**src/rtl/div_sequencer.sv**
```systemverilog
// Iterative restoring divider (DIV/DIVU) with IDLE/BUSY/DONE sequencing.
// Optional macro DIV_EARLY_OUT_EN: finish at once when |dividend| < |divisor|.
module div_sequencer #(
  parameter int WIDTH = 32
) (
  input  logic             clk,
  input  logic             resetn,
  input  logic             start,
  input  logic             signed_div,
  input  logic [WIDTH-1:0] dividend,
  input  logic [WIDTH-1:0] divisor,
  input  logic             ack,
  input  logic             flush,
  output logic             stall_out,
  output logic             busy,
  output logic             result_valid,
  output logic [WIDTH-1:0] quotient,
  output logic [WIDTH-1:0] remainder
);

  localparam int CW = $clog2(WIDTH) + 1;

  localparam logic [1:0] S_IDLE = 2'd0;
  localparam logic [1:0] S_BUSY = 2'd1;
  localparam logic [1:0] S_DONE = 2'd2;

  logic [1:0]       r_state;
  logic [CW-1:0]    r_cnt;
  logic [WIDTH:0]   r_rem;
  logic [WIDTH-1:0] r_q;
  logic [WIDTH-1:0] r_dvsr;
  logic             r_neg_q;
  logic             r_neg_r;
  logic [WIDTH-1:0] r_quo;
  logic [WIDTH-1:0] r_rmd;

  logic [WIDTH-1:0] w_a_mag;
  logic [WIDTH-1:0] w_b_mag;
  logic [WIDTH+1:0] w_shift;
  logic             w_ge;
  logic [WIDTH:0]   w_diff;
  logic [WIDTH:0]   w_rem_n;
  logic [WIDTH-1:0] w_q_n;
  logic [WIDTH-1:0] w_q_fix;
  logic [WIDTH-1:0] w_r_fix;
  logic             w_last;
  logic             w_idle;
  logic             w_busy;

  assign w_a_mag = (signed_div & dividend[WIDTH-1]) ? -dividend : dividend;
  assign w_b_mag = (signed_div & divisor[WIDTH-1]) ? -divisor : divisor;

  assign w_shift = {r_rem, r_q[WIDTH-1]};
  assign w_ge    = w_shift >= {2'b00, r_dvsr};
  assign w_diff  = w_shift[WIDTH:0] - {1'b0, r_dvsr};
  assign w_rem_n = w_ge ? w_diff : w_shift[WIDTH:0];
  assign w_q_n   = {r_q[WIDTH-2:0], w_ge};

  assign w_q_fix = r_neg_q ? -w_q_n : w_q_n;
  assign w_r_fix = r_neg_r ? -w_rem_n[WIDTH-1:0]
                           : w_rem_n[WIDTH-1:0];
  assign w_last  = r_cnt == CW'(WIDTH - 1);

`ifdef DIV_EARLY_OUT_EN
  logic w_early;
  assign w_early = w_a_mag < w_b_mag;
`endif

  assign w_idle = r_state == S_IDLE;
  assign w_busy = r_state == S_BUSY;

  assign stall_out    = resetn & ~flush &
                        ((start & w_idle) | w_busy);
  assign busy         = w_busy;
  assign result_valid = r_state == S_DONE;
  assign quotient     = r_quo;
  assign remainder    = r_rmd;

  // Sequencer: accept, iterate one quotient bit per cycle, hold result
  always_ff @(posedge clk or negedge resetn) begin
    if (!resetn) begin
      r_state <= S_IDLE;
      r_cnt   <= '0;
      r_rem   <= '0;
      r_q     <= '0;
      r_dvsr  <= '0;
      r_neg_q <= 1'b0;
      r_neg_r <= 1'b0;
      r_quo   <= '0;
      r_rmd   <= '0;
    end else if (flush) begin
      r_state <= S_IDLE;
    end else begin
      unique case (r_state)
        S_IDLE: begin
          if (start) begin
            r_cnt <= '0;
            if (divisor == '0) begin
              r_quo   <= '1;
              r_rmd   <= dividend;
              r_state <= S_DONE;
`ifdef DIV_EARLY_OUT_EN
            end else if (w_early) begin
              r_quo   <= '0;
              r_rmd   <= dividend;
              r_state <= S_DONE;
`endif
            end else begin
              r_rem   <= '0;
              r_q     <= w_a_mag;
              r_dvsr  <= w_b_mag;
              r_neg_q <= signed_div &
                         (dividend[WIDTH-1] ^ divisor[WIDTH-1]);
              r_neg_r <= signed_div & dividend[WIDTH-1];
              r_state <= S_BUSY;
            end
          end
        end
        S_BUSY: begin
          r_rem <= w_rem_n;
          r_q   <= w_q_n;
          r_cnt <= r_cnt + CW'(1);
          if (w_last) begin
            r_quo   <= w_q_fix;
            r_rmd   <= w_r_fix;
            r_state <= S_DONE;
          end
        end
        S_DONE: begin
          if (ack) r_state <= S_IDLE;
        end
        default: r_state <= S_IDLE;
      endcase
    end
  end

endmodule

```
**config.mk**
```make
export PLATFORM = sky130hd
export DESIGN_NAME = div_sequencer
export DESIGN_NICKNAME = d
export VERILOG_FILES = /design/src/rtl/div_sequencer.sv
export SDC_FILE = /design/constraint.sdc
export NUM_CORES = 1
export LEC_CHECK = 0
export CORE_UTILIZATION = 41
export CTS_CLUSTER_DIAMETER = 50
export DETAILED_ROUTE_END_ITERATION = 7
export PLACE_DENSITY_LB_ADDON = 0.1
export SLEW_MARGIN = 20
export SYNTH_ARGS = -nofsm -noshare
export SYNTH_HDL_FRONTEND = slang
export SYNTH_SLANG_ARGS = --single-unit
```
**constraint.sdc**
```tcl
create_clock -name clk -period 12.4 [get_ports clk]
set_clock_uncertainty 0.1 [all_clocks]
set_input_delay 2.48 -clock clk [delete_from_list [all_inputs] [get_ports clk]]
set_output_delay 2.48 -clock clk [all_outputs]
set_load 0.01 [all_outputs]
```
Word level (Yosys, flattened, before mapping)

Cells that the tools add are included.

Register bits after elaboration: 171
Bits of input ports: 70
Logic and storage cells: 71

$add $sub $neg: 6
$lt $le $gt $ge: 1
Equal/unequal tests: 10
Mux-type cells: 27
Bitwise logic cells: 10
Reductions and logical operators: 8

Operator list:

| kind                | count |
|---|---|
| $mux 32             | 12 |
| $pmux 32 s2         | 3 |
| $neg 32->32         | 4 |
| $mux 33             | 3 |
| $pmux 33 s2         | 1 |
| $ge 34x32->1        | 1 |
| $sub 33x32->33      | 1 |
| $logic_not 32->1    | 1 |
| $pmux 6 s2          | 1 |
| $mux 2              | 5 |
| $ne 3x3->1 const B  | 3 |
| $reduce_and 4->1    | 2 |
| $add 6x1->6 const B | 1 |
| $and 1x1->1         | 6 |
| $eq 6x5->1 const B  | 1 |
| $mux 6              | 1 |
| $ne 2x2->1 const B  | 3 |
| $pmux 2 s3          | 1 |
| $reduce_and 3->1    | 2 |
| $reduce_and 5->1    | 1 |
| $eq 2x1->1 const B  | 1 |
| $eq 2x2->1 const B  | 1 |
| $logic_not 2->1     | 1 |
| $ne 2x1->1 const B  | 1 |
| other kinds (4)     | 5 |

Longest topological paths before layout

Depth after elaboration: 6
Mapped depth: 25
Gate-level depth less buffers: 21

Worst setup path after synthesis

Ideal clock, no wire load.

Path kind: input-to-output
From: in flush
To: out stall_out
Data arrival time: 2.974 ns
Data required time: 9.820 ns
Slack: 6.846 ns
Cell stages on the path: 3
Cells stage by stage: nor2_1 -> o21a_1 -> and2_1

Longest elaborated chain between the ends: 3

Ends and longest elaborated chain:

| what                       | RTL line | RTL |
|---|---|---|
| start: declaration         | 13       | `input logic flush,` |
| $not 1->1 (no source line) | --       |  |
| $and 1x1->1 (2 in series)  | 72       | `assign stall_out = resetn & ~flush &` |
| end: declaration           | 14       | `output logic stall_out,` |

No other way between the ends.

Worst setup path after layout

Same ends and word-level chain as after synthesis.

==> results list <==
- The flow ran to the end, and the final reports show no timing, DRC or antenna violations.
- The synthesized netlist contains 78 unique library cells.
* Placed insts: 1995
* Combined global-route utilization of all metal layers: 25.44%
* Compound-cell area share of the yosys netlist: 23.77%
- Final net count: 1738
- The worst setup path is launched from an input port.
* Max cap viols: 0
- The synthesized design spends more area on one cell type than any other, namely sky130_fd_sc_hd__dfrtp_1.
- Dividing the detail-routed wire length by the instance count gives 18.88 µm.
- Leakage power: 5.968 nW
* Post-DP Area: 0.01382 mm²
* Setup TNS: 0 ns
- The mapped netlist covers 0.01219 mm².
- The first global-routing pass estimated 60080 µm of wire.
* Relative area change from synthesis to final layout: 17.99%
- By area, the combinational part of the netlist is dominated by compound AO/OA/AOI/OAI gates.
- For this run, asynchronously set or reset flops after synthesis account for 100.0%.
- The critical path is of the in -> out type.
* Arrival time of data at the critical path endpoint: 4.21 ns
- After detailed routing, the number of remaining DRC violations is 0.
- Maximum root-to-sink buffer count: 2
- Initial core utilization: 42.03%
- The floorplan step set the die width to 174.5 µm.
- Crit path required time: 9.82 ns
- For this design, the sink count on the clock tree is 171.
- Clock transition at the registers of the reported paths: 0.07 ns
- Setup repair after global routing missed its margin: no
- Number of core rows: 62
* CTS-repair resized insts: 0
* Number of warning messages in the yosys log: 0
- In this run the remaining antenna-violating nets after routing total 0.
- Antenna cell count: 0
- Area of the die: 0.03043 mm²
- In this run the worst path has a maximum fanout of 7.
- Hold path depth: 1
* Post-Synth Adder-Cell Area: 3.961%
- Synthesized-area fraction occupied by xor and xnor cells: 9.338%
* Congestion Overflow GR: 0
- Number of synthesized flops with an enable pin: 0
* Slew @ Worst Pin: 1.142 ns
* Floorplan Core Area: 0.02901 mm²
- The via count of the first global-routing pass came to 10.83k.
* Vias post-DR: 11.42k
- Sum of routed wire length over all layers: 38240 µm
* CTS Root Buffer Type: sky130_fd_sc_hd__clkbuf_16
* Layout filler cell count: 2861
* Proportion of layout cells with a drive suffix above 1: 4.750%
- In this run the tool buffered the top-level ports with 136 buffer cells.
- Synthesis inferred 171 register bits.
* Half-perimeter wire length after placement: 29330 µm
- Cell depth of the worst flop-to-flop path: 21
- Area share of and/or/nand/nor cells after synthesis: 20.92%
- Gate count of the mapped netlist: 1545
* Top-area cell type share of the netlist area: 35.09%
- Non-filler instance count after layout: 2026
* Quantity of hold-fixing buffers added after cts: 0
* Top post-synthesis cells by area: sky130_fd_sc_hd__dfrtp_1 35%, sky130_fd_sc_hd__o21ai_0 7.6%, sky130_fd_sc_hd__nand2_1 6.6%
- Initial DRC count: 715
- Worst min-delay path class: reg -> reg
* Final instance area: 0.01439 mm²
- Average cell area after synthesis: 7.892 µm²
- Most repeated cell in the gate-level netlist after synthesis: sky130_fd_sc_hd__nand2_1
* Rel. slew slack: 23.61%
- 137 I/O pins were placed.
* Length of the first detailed-routing pass in iterations: 5
- At the end of routability-driven placement, the weighted congestion stood at 0.8965.
- Avg Vias per Cell: 5.634
* Type of destination of the critical path: output pin
* Die span in y: 174.5 µm
* Number of nets in the synthesized netlist: 1653
- VDD sags by at most 0.00008219 V.
- After clock tree synthesis, the setup repair step added 0 buffers.
* Number of hold violations in the final report: 0
- Antenna violations before repair: 0
- The final critical path takes up 54.76% of the cycle.
* Top cell types by occurrence after synthesis: 215 x sky130_fd_sc_hd__nand2_1, 184 x sky130_fd_sc_hd__o21ai_0, 171 x sky130_fd_sc_hd__dfrtp_1, 151 x sky130_fd_sc_hd__a21oi_1, 147 x sky130_fd_sc_hd__nor2_1
- Final setup vio count: 0
* Clock insertion delay at the later pin of the skew report: 0.44 ns
* Clock period minus final worst setup slack: 6.790 ns
- After synthesis, the share of cell area in mux cells is 2.247%.
* Most used flip-flop cell after synthesis: sky130_fd_sc_hd__dfrtp_1
- Buffers inserted during clock tree synthesis total 17.
- Timing would allow up to 0.1473 GHz.
* CTS H-tree depth: 4
* Post-synthesis sequential area ratio: 35.09%
- In this run the power density over the cells is 161.7 mW/mm².
* Largest net degree at the start of global routing: 99
- The number of pins with negative max-slew slack in the final report is 0.
- TritonCTS clock tree: yes
-- layout make-up --
class / count / area, µm² / share of cell area, %
Multi-Input combinational cell: 1232 / 7378 / 51.29
Sequential cell: 171 / 4279 / 29.74
Timing Repair Buffer: 148 / 1453 / 10.10
Tap cell: 384 / 480.5 / 3.340
Clock buffer: 17 / 425.4 / 2.957
Inverter: 60 / 225.2 / 1.565
Clock inverter: 14 / 145.1 / 1.009
-- worst paths after layout --
| path | from | endpoint | slack [ns] |
|---|---|---|---|
| max reg2reg | r_q[31]$_DFFE_PN0P_ | remainder[30]$_DFFE_PN0P_ | 6.40 |
| min reg2reg | remainder[0]$_DFFE_PN0P_ | remainder[0]$_DFFE_PN0P_ | 0.39 |
| min | remainder[0]$_DFFE_PN0P_ | remainder[0]$_DFFE_PN0P_ | 0.39 |
| max | flush | stall_out | 5.61 |
| max in group asynchronous | resetn | r_rem[30]$_DFFE_PN0P_ | 8.89 |
| min in group asynchronous | resetn | quotient[28]$_DFFE_PN0P_ | 1.95 |
-- routing by layer --
metal | track usage, % | routed length [µm] | up-vias
li1 | - | - | 5628
met1 | 33.80 | 17410 | 5389
met2 | 42.05 | 17780 | 346
met3 | 3.193 | 1819 | 52
met4 | 9.759 | 1234 | 0
met5 | 0 | 0 | -
-- kinds of logic after synthesis --
logic type / count (synthesis)
XOR/XNOR: 130
AND/OR/NAND/NOR: 554
adder cells (fa/ha/maj): 38
buffers and inverters: 142
AO/OA/AOI/OAI: 483
multiplexers: 27
flip-flops: 171
-- placed cells by master, fill, tap and decap left out, types with 18 or more instances in the layout --
cell / netlist / final
sky130_fd_sc_hd__clkdlybuf4s50_1: 0 / 135
sky130_fd_sc_hd__and3_1: 18 / 18
sky130_fd_sc_hd__inv_1: 59 / 58
sky130_fd_sc_hd__a21oi_1: 151 / 151
sky130_fd_sc_hd__nor3_1: 35 / 35
sky130_fd_sc_hd__o31ai_1: 21 / 20
sky130_fd_sc_hd__or3_1: 28 / 28
sky130_fd_sc_hd__dfrtp_1: 171 / 171
sky130_fd_sc_hd__o21ai_0: 184 / 184
sky130_fd_sc_hd__mux2i_1: 24 / 24
sky130_fd_sc_hd__xnor2_1: 55 / 55
sky130_fd_sc_hd__nand3_1: 20 / 20
sky130_fd_sc_hd__xor2_1: 75 / 75
sky130_fd_sc_hd__a31oi_1: 19 / 19
sky130_fd_sc_hd__nor2_1: 147 / 144
sky130_fd_sc_hd__nand2_1: 215 / 215
sky130_fd_sc_hd__ha_1: 37 / 37
-- metrics by stage --
step	worst slack, ns	total power, W	util, %	hold WS, ns
6_report	5.610	0.002326	49.59	0.3860
5_1_grt	5.482	0.002479	49.59	0.4133
4_1_cts	5.621	0.002342	49.59	0.3914
3_5_place_dp	5.621	0.001806	47.62	0.3719
3_3_place_gp	5.705	0.001797	47.62	0.3665
2_1_floorplan	6.846	0.001380	-	0.3655
-- state kept, by name (all words and copies together) (netlist names) --
name / cells
r_cnt: 6
r_dvsr: 32
r_neg_q: 1
r_q: 32
r_state: 2
quotient: 32
r_rem: 33
remainder: 32
r_neg_r: 1
-- worst max-delay path, stage by stage --
cell and delay, ns:
sky130_fd_sc_hd__clkdlybuf4s50_1 0.52, sky130_fd_sc_hd__nor2_1 0.17, sky130_fd_sc_hd__o21a_1 0.33, sky130_fd_sc_hd__and2_1 0.17
sky130_fd_sc_hd__clkdlybuf4s50_1 0.53
-- power breakdown --
group	switching [W]	internal, W	total [W]
sequential	0.000127	0.000718	0.000844
clock	0.000265	0.000268	0.000533
combinational	0.000518	0.000431	0.000949
total	0.000909	0.00142	0.00233
No activity file was read; power rests on OpenSTA's default activity.
